### config.mk
export PLATFORM = sky130hd
export DESIGN_NAME = serial_subtractor
export DESIGN_NICKNAME = d
export VERILOG_FILES = /design/src/rtl/serial_subtractor_pkg.sv /design/src/rtl/serial_subtractor_full_subtractor.sv /design/src/rtl/serial_subtractor.sv
export SDC_FILE = /design/constraint.sdc
export NUM_CORES = 1
export LEC_CHECK = 0
export CAP_MARGIN = 20
export CELL_PAD_IN_SITES_DETAIL_PLACEMENT = 0
export CELL_PAD_IN_SITES_GLOBAL_PLACEMENT = 1
export CORE_MARGIN = 2
export CORE_UTILIZATION = 30
export CTS_CLUSTER_SIZE = 24
export DETAILED_ROUTE_END_ITERATION = 16
export PLACE_DENSITY = 0.69
export SYNTH_ARGS = -nofsm -noshare
export SYNTH_HDL_FRONTEND = slang
export SYNTH_SLANG_ARGS = --single-unit
### constraint.sdc
create_clock -name clk -period 2.8 [get_ports clk]
set_clock_uncertainty 0.15 [all_clocks]
set_input_delay 0.56 -clock clk [delete_from_list [all_inputs] [get_ports clk]]
set_output_delay 0.56 -clock clk [all_outputs]
set_load 0.01 [all_outputs]
### src/rtl/serial_subtractor_pkg.sv
// Shared definitions for the bit-serial subtractor.
// Contents:
//   state_e        FSM state encoding (IDLE, RUN, DONE)
//   DEFAULT_WIDTH  default operand/result width
package serial_subtractor_pkg;

  localparam int unsigned DEFAULT_WIDTH = 8;

  typedef enum logic [1:0] {
    IDLE = 2'd0,
    RUN  = 2'd1,
    DONE = 2'd2
  } state_e;

endpackage : serial_subtractor_pkg

### src/rtl/serial_subtractor_full_subtractor.sv
// One-bit full subtractor cell: a - b - bin.
// Ports:
//   a_i, b_i  minuend / subtrahend bits
//   bin_i     incoming borrow
//   diff_o    difference bit
//   bout_o    outgoing borrow
module full_subtractor (
  input  logic a_i,
  input  logic b_i,
  input  logic bin_i,
  output logic diff_o,
  output logic bout_o
);

  assign diff_o = a_i ^ b_i ^ bin_i;
  // Borrow out when a<b outright, or when a==b and a borrow is already pending.
  assign bout_o = (~a_i & b_i) | (~(a_i ^ b_i) & bin_i);

endmodule : full_subtractor

### src/rtl/serial_subtractor.sv
// Bit-serial unsigned subtractor: diff = a - b, one bit per clock, LSB first,
// using a single full-subtractor cell and a registered borrow.
// Ports:
//   clk, rst     clock; asynchronous active-high reset
//   start        request, accepted when not busy (IDLE or DONE)
//   a, b         operands, captured on the accept edge
//   diff         (a - b) mod 2^WIDTH, held until the next RUN phase ends
//   borrow_out   1 iff a < b, held like diff
//   busy         high while the FSM is in RUN
//   done         one-cycle pulse when the result is valid
module serial_subtractor
  import serial_subtractor_pkg::*;
#(
  parameter int unsigned WIDTH = DEFAULT_WIDTH
) (
  input  logic             clk,
  input  logic             rst,
  input  logic             start,
  input  logic [WIDTH-1:0] a,
  input  logic [WIDTH-1:0] b,
  output logic [WIDTH-1:0] diff,
  output logic             borrow_out,
  output logic             busy,
  output logic             done
);

  localparam int unsigned CNT_W = $clog2(WIDTH);

  state_e             state_q;
  logic [WIDTH-1:0]   a_sh_q;
  logic [WIDTH-1:0]   b_sh_q;
  logic [WIDTH-1:0]   diff_sh_q;
  logic [WIDTH-1:0]   diff_sh_d;
  logic               borrow_q;
  logic               borrow_d;
  logic [CNT_W-1:0]   count_q;
  logic [WIDTH-1:0]   diff_q;
  logic               borrow_out_q;
  logic               busy_q;
  logic               done_q;

  logic               d_c;
  logic               accept_c;
  logic               last_c;

  // Single shared bit-step cell on the current LSBs and pending borrow.
  full_subtractor u_fs (
    .a_i    (a_sh_q[0]),
    .b_i    (b_sh_q[0]),
    .bin_i  (borrow_q),
    .diff_o (d_c),
    .bout_o (borrow_d)
  );

  assign diff_sh_d = {d_c, diff_sh_q[WIDTH-1:1]};
  assign accept_c  = start && (state_q != RUN);
  assign last_c    = (count_q == CNT_W'(WIDTH - 1));

  // FSM, operand/result shifters, borrow and bit counter.
  always_ff @(posedge clk or posedge rst) begin
    if (rst) begin
      state_q      <= IDLE;
      a_sh_q       <= '0;
      b_sh_q       <= '0;
      diff_sh_q    <= '0;
      borrow_q     <= 1'b0;
      count_q      <= '0;
      diff_q       <= '0;
      borrow_out_q <= 1'b0;
      busy_q       <= 1'b0;
      done_q       <= 1'b0;
    end else begin
      done_q <= 1'b0;
      if (accept_c) begin
        // Result registers are left alone so a back-to-back accept keeps them valid.
        a_sh_q    <= a;
        b_sh_q    <= b;
        diff_sh_q <= '0;
        borrow_q  <= 1'b0;
        count_q   <= '0;
        state_q   <= RUN;
        busy_q    <= 1'b1;
      end else begin
        case (state_q)
          RUN: begin
            a_sh_q    <= {1'b0, a_sh_q[WIDTH-1:1]};
            b_sh_q    <= {1'b0, b_sh_q[WIDTH-1:1]};
            diff_sh_q <= diff_sh_d;
            borrow_q  <= borrow_d;
            if (last_c) begin
              state_q      <= DONE;
              busy_q       <= 1'b0;
              done_q       <= 1'b1;
              diff_q       <= diff_sh_d;
              borrow_out_q <= borrow_d;
            end else begin
              // Held at WIDTH-1 on the final bit so the counter never wraps.
              count_q <= count_q + CNT_W'(1);
            end
          end
          DONE: begin
            state_q <= IDLE;
          end
          default: begin
            state_q <= IDLE;
            busy_q  <= 1'b0;
          end
        endcase
      end
    end
  end

  assign diff       = diff_q;
  assign borrow_out = borrow_out_q;
  assign busy       = busy_q;
  assign done       = done_q;

endmodule : serial_subtractor

==> results.tsv <==
metric	value	unit
Remaining DRCs	0	
# fillers	537	
max-slew violations	0	
endpoint class of the critical path	flop	
crit start category	flop	
Syn Inst Count	151	
Rows	27	
Final TNS setup	0	ps
Placer Congestion	0.7589	
H-tree levels	2	
maximum VDD drop	0.2954	mV
Mapped Area	0.001755	mm2
MaxCap Viol Count	0	
final wirelength	3.099	mm
I/O Buffers	29	
Hold Violations, Final	0	
CTS clk-pin slew, worst paths	70	ps
n_diodes	0	
Core Region	0.005574	mm2
Post-synth EDFFs	0	
Slew HR	66.94	%
Most common cell on crit path	ha_1	
Seq cells post-synth	40	
Die Width	80.50	um
Post-CTS Setup Inserts	0	
most common flop cell mapped by yosys	dfrtp_1	
post_cts resized	0	
die area	0.006479	mm2
# setup viols final	0	
ratio of cells with drive above 1 in the final layout	10.44	%
TritonCTS Buffers	5	
Initial Util	31.49	%
GRT Util Overall	10.98	%
worst min-delay path class	reg -> reg	
CP peak stage delay	400	ps
final period utilization	69.16	%
Post-DP HPWL	2.098	mm
first-pass GRT wire length	5.333	mm
top cells by area, synth	dfrtp_1 57%, mux2i_1 9.7%, nand2_1 6.2%, mux2_4 5.1%, nand3b_1 3.8%	
CTS tree	done	
Async SR Flop Fraction	100.0	%
largest net degree at the start of global routing	42	
Top Ports	30	
arrival time worst endpoint	1960	ps
Vias	1107	
starting DRC count in detailed routing	81	
CP cell instances	ha_1 > ha_1 > nand3b_1 > buf_4 > mux2_2	
DR WL/cell	12.20	um
cts hold-fix bufs	0	
worst-case clock buffer depth	2	
PwrDens	933.9	mW/mm2
Worst-Margin Slew	496.0	ps
Synth area leader	dfrtp_1	
Distinct cells, synth	24	
Area Growth Syn to Fin	24.23	%
number of global-route vias before repair	1137	
share of the synthesized area in the top cell type	57.02	%
clock sinks	40	
clk_lat worst skew	290	ps
Root Buffer	clkbuf_8	
Vias/cell	4.358	
GR Overflow Total	0	
Nets	204	
Syn Nets	173	
die height	80.50	um
maximum net fanout on the critical path	9	
leak pwr	1.046	nW
Mean Syn Cell Area	11.63	um2
Antenna Nets Post-Route	0	
synth warn	0	
sequential area share after synthesis	57.02	%
critical path's slowest cell	dfrtp_1	
Final min period	1936	ps
status	finished clean	
CP Class	reg -> reg	
DR pass1 iterations	4	
max frequency	516.4	MHz
initial antenna violation count	0	
RSZ-0062 raised after global routing	no	
WP data required	2820	ps
Min Hold Slack	333.3	ps
## final timing paths
path	to	slack (ps)	from	cells after the start
setup / recovery	diff[2]	860	count_q[0]	5
hold / removal	b_sh_q[6]	330	b_sh_q[7]	2
setup reg to reg	diff[2]	860	count_q[0]	5
hold reg to reg	b_sh_q[6]	330	b_sh_q[7]	2
max in group asynchronous	diff_sh_q[2]	1600	rst	3
min in group asynchronous	diff[7]	530	rst	3
## synth_stat cells, types with 2 or more instances
master     n
dfrtp_1   40
nand2_1   29
mux2i_1   17
o21ai_1   11
nand3b_1   9
o21ai_0    8
inv_1      7
mux2_4     6
buf_4      3
buf_2      2
buf_6      2
clkbuf_1   2
ha_1       2
mux2_2     2
nor2_1     2
## critical path: cells and delay by family (launching register included)
kind | cells | cell delay (ps)
adder cells (fa/ha/maj) | 2 | 440
flip-flops | 1 | 400
buffers and inverters | 1 | 240
AND/OR/NAND/NOR | 1 | 240
multiplexers | 1 | 340
## per-layer routing
layer	GRT usage [%]	vias up	routed length [um]
met5	0	-	0
met4	7.119	0	76
met3	2.697	6	85
met2	16.50	14	1473
met1	14.02	520	1464
li1	-	567	-
## state kept, by name, summed over array words and instances (netlist names)
signal,count
busy,1
a_sh_q,8
borrow_out,1
state_q,2
diff_sh_q,7
diff,8
done,1
borrow_q,1
count_q,3
b_sh_q,8
## kinds of logic after synthesis
kind of cell             Yosys count  synth area share [%]
AO/OA/AOI/OAI                     23                 7.199
buffers and inverters             16                 5.061
flip-flops                        40                 57.02
multiplexers                      25                 16.11
adder cells (fa/ha/maj)            3                 2.566
AND/OR/NAND/NOR                   44                 12.05
## stage by stage
stage / area [um2] / cells / setup slack (ps) / utilization, % / power (mW)
detailed placement: 2103 / 247 / 598.0 / 37.73 / 1.703
global route: 2181 / 254 / 705.7 / 39.12 / 2.210
floorplan: 1755 / 151 / 1116 / - / 1.452
CTS: 2181 / 254 / 836.1 / 39.12 / 2.069
finish: 2181 / 254 / 863.5 / 39.12 / 2.037
global placement: 2103 / 247 / 630.2 / 37.73 / 1.680
## power breakdown
group / total (mW) / switching (mW) / internal, mW
Sequential: 0.950 / 0.139 / 0.811
Clock: 0.357 / 0.188 / 0.169
Combinational: 0.729 / 0.341 / 0.388
## final cells by class
class                           instances  area, um2  share of cell area, %
Multi-Input combinational cell         95      665.6                  30.52
Sequential cell                        40       1001                  45.90
Clock buffer                            6      72.57                  3.328
Tap cell                               72      90.09                  4.131
Inverter                                7      26.28                  1.205
Clock inverter                          1      5.005                 0.2295
Timing Repair Buffer                   33      320.3                  14.69
## cells in the final DEF (no fill, tap or decap)
cell	n
mux2_2	2
and2b_4	1
nand3b_1	9
a21oi_1	1
clkdlybuf4s50_1	29
o21ai_0	8
inv_1	7
clkbuf_8	5
nand2_1	29
ha_1	2
a32oi_1	1
or3_1	1
mux2i_1	17
nand2b_1	1
clkbuf_1	1
buf_4	4
nor3_1	1
a21o_1	1
mux2_4	6
a32o_1	1
o21ai_1	11
nor2_1	2
dfrtp_1	40
fa_1	1
clkinv_2	1
(Power assumes the default switching activity.)
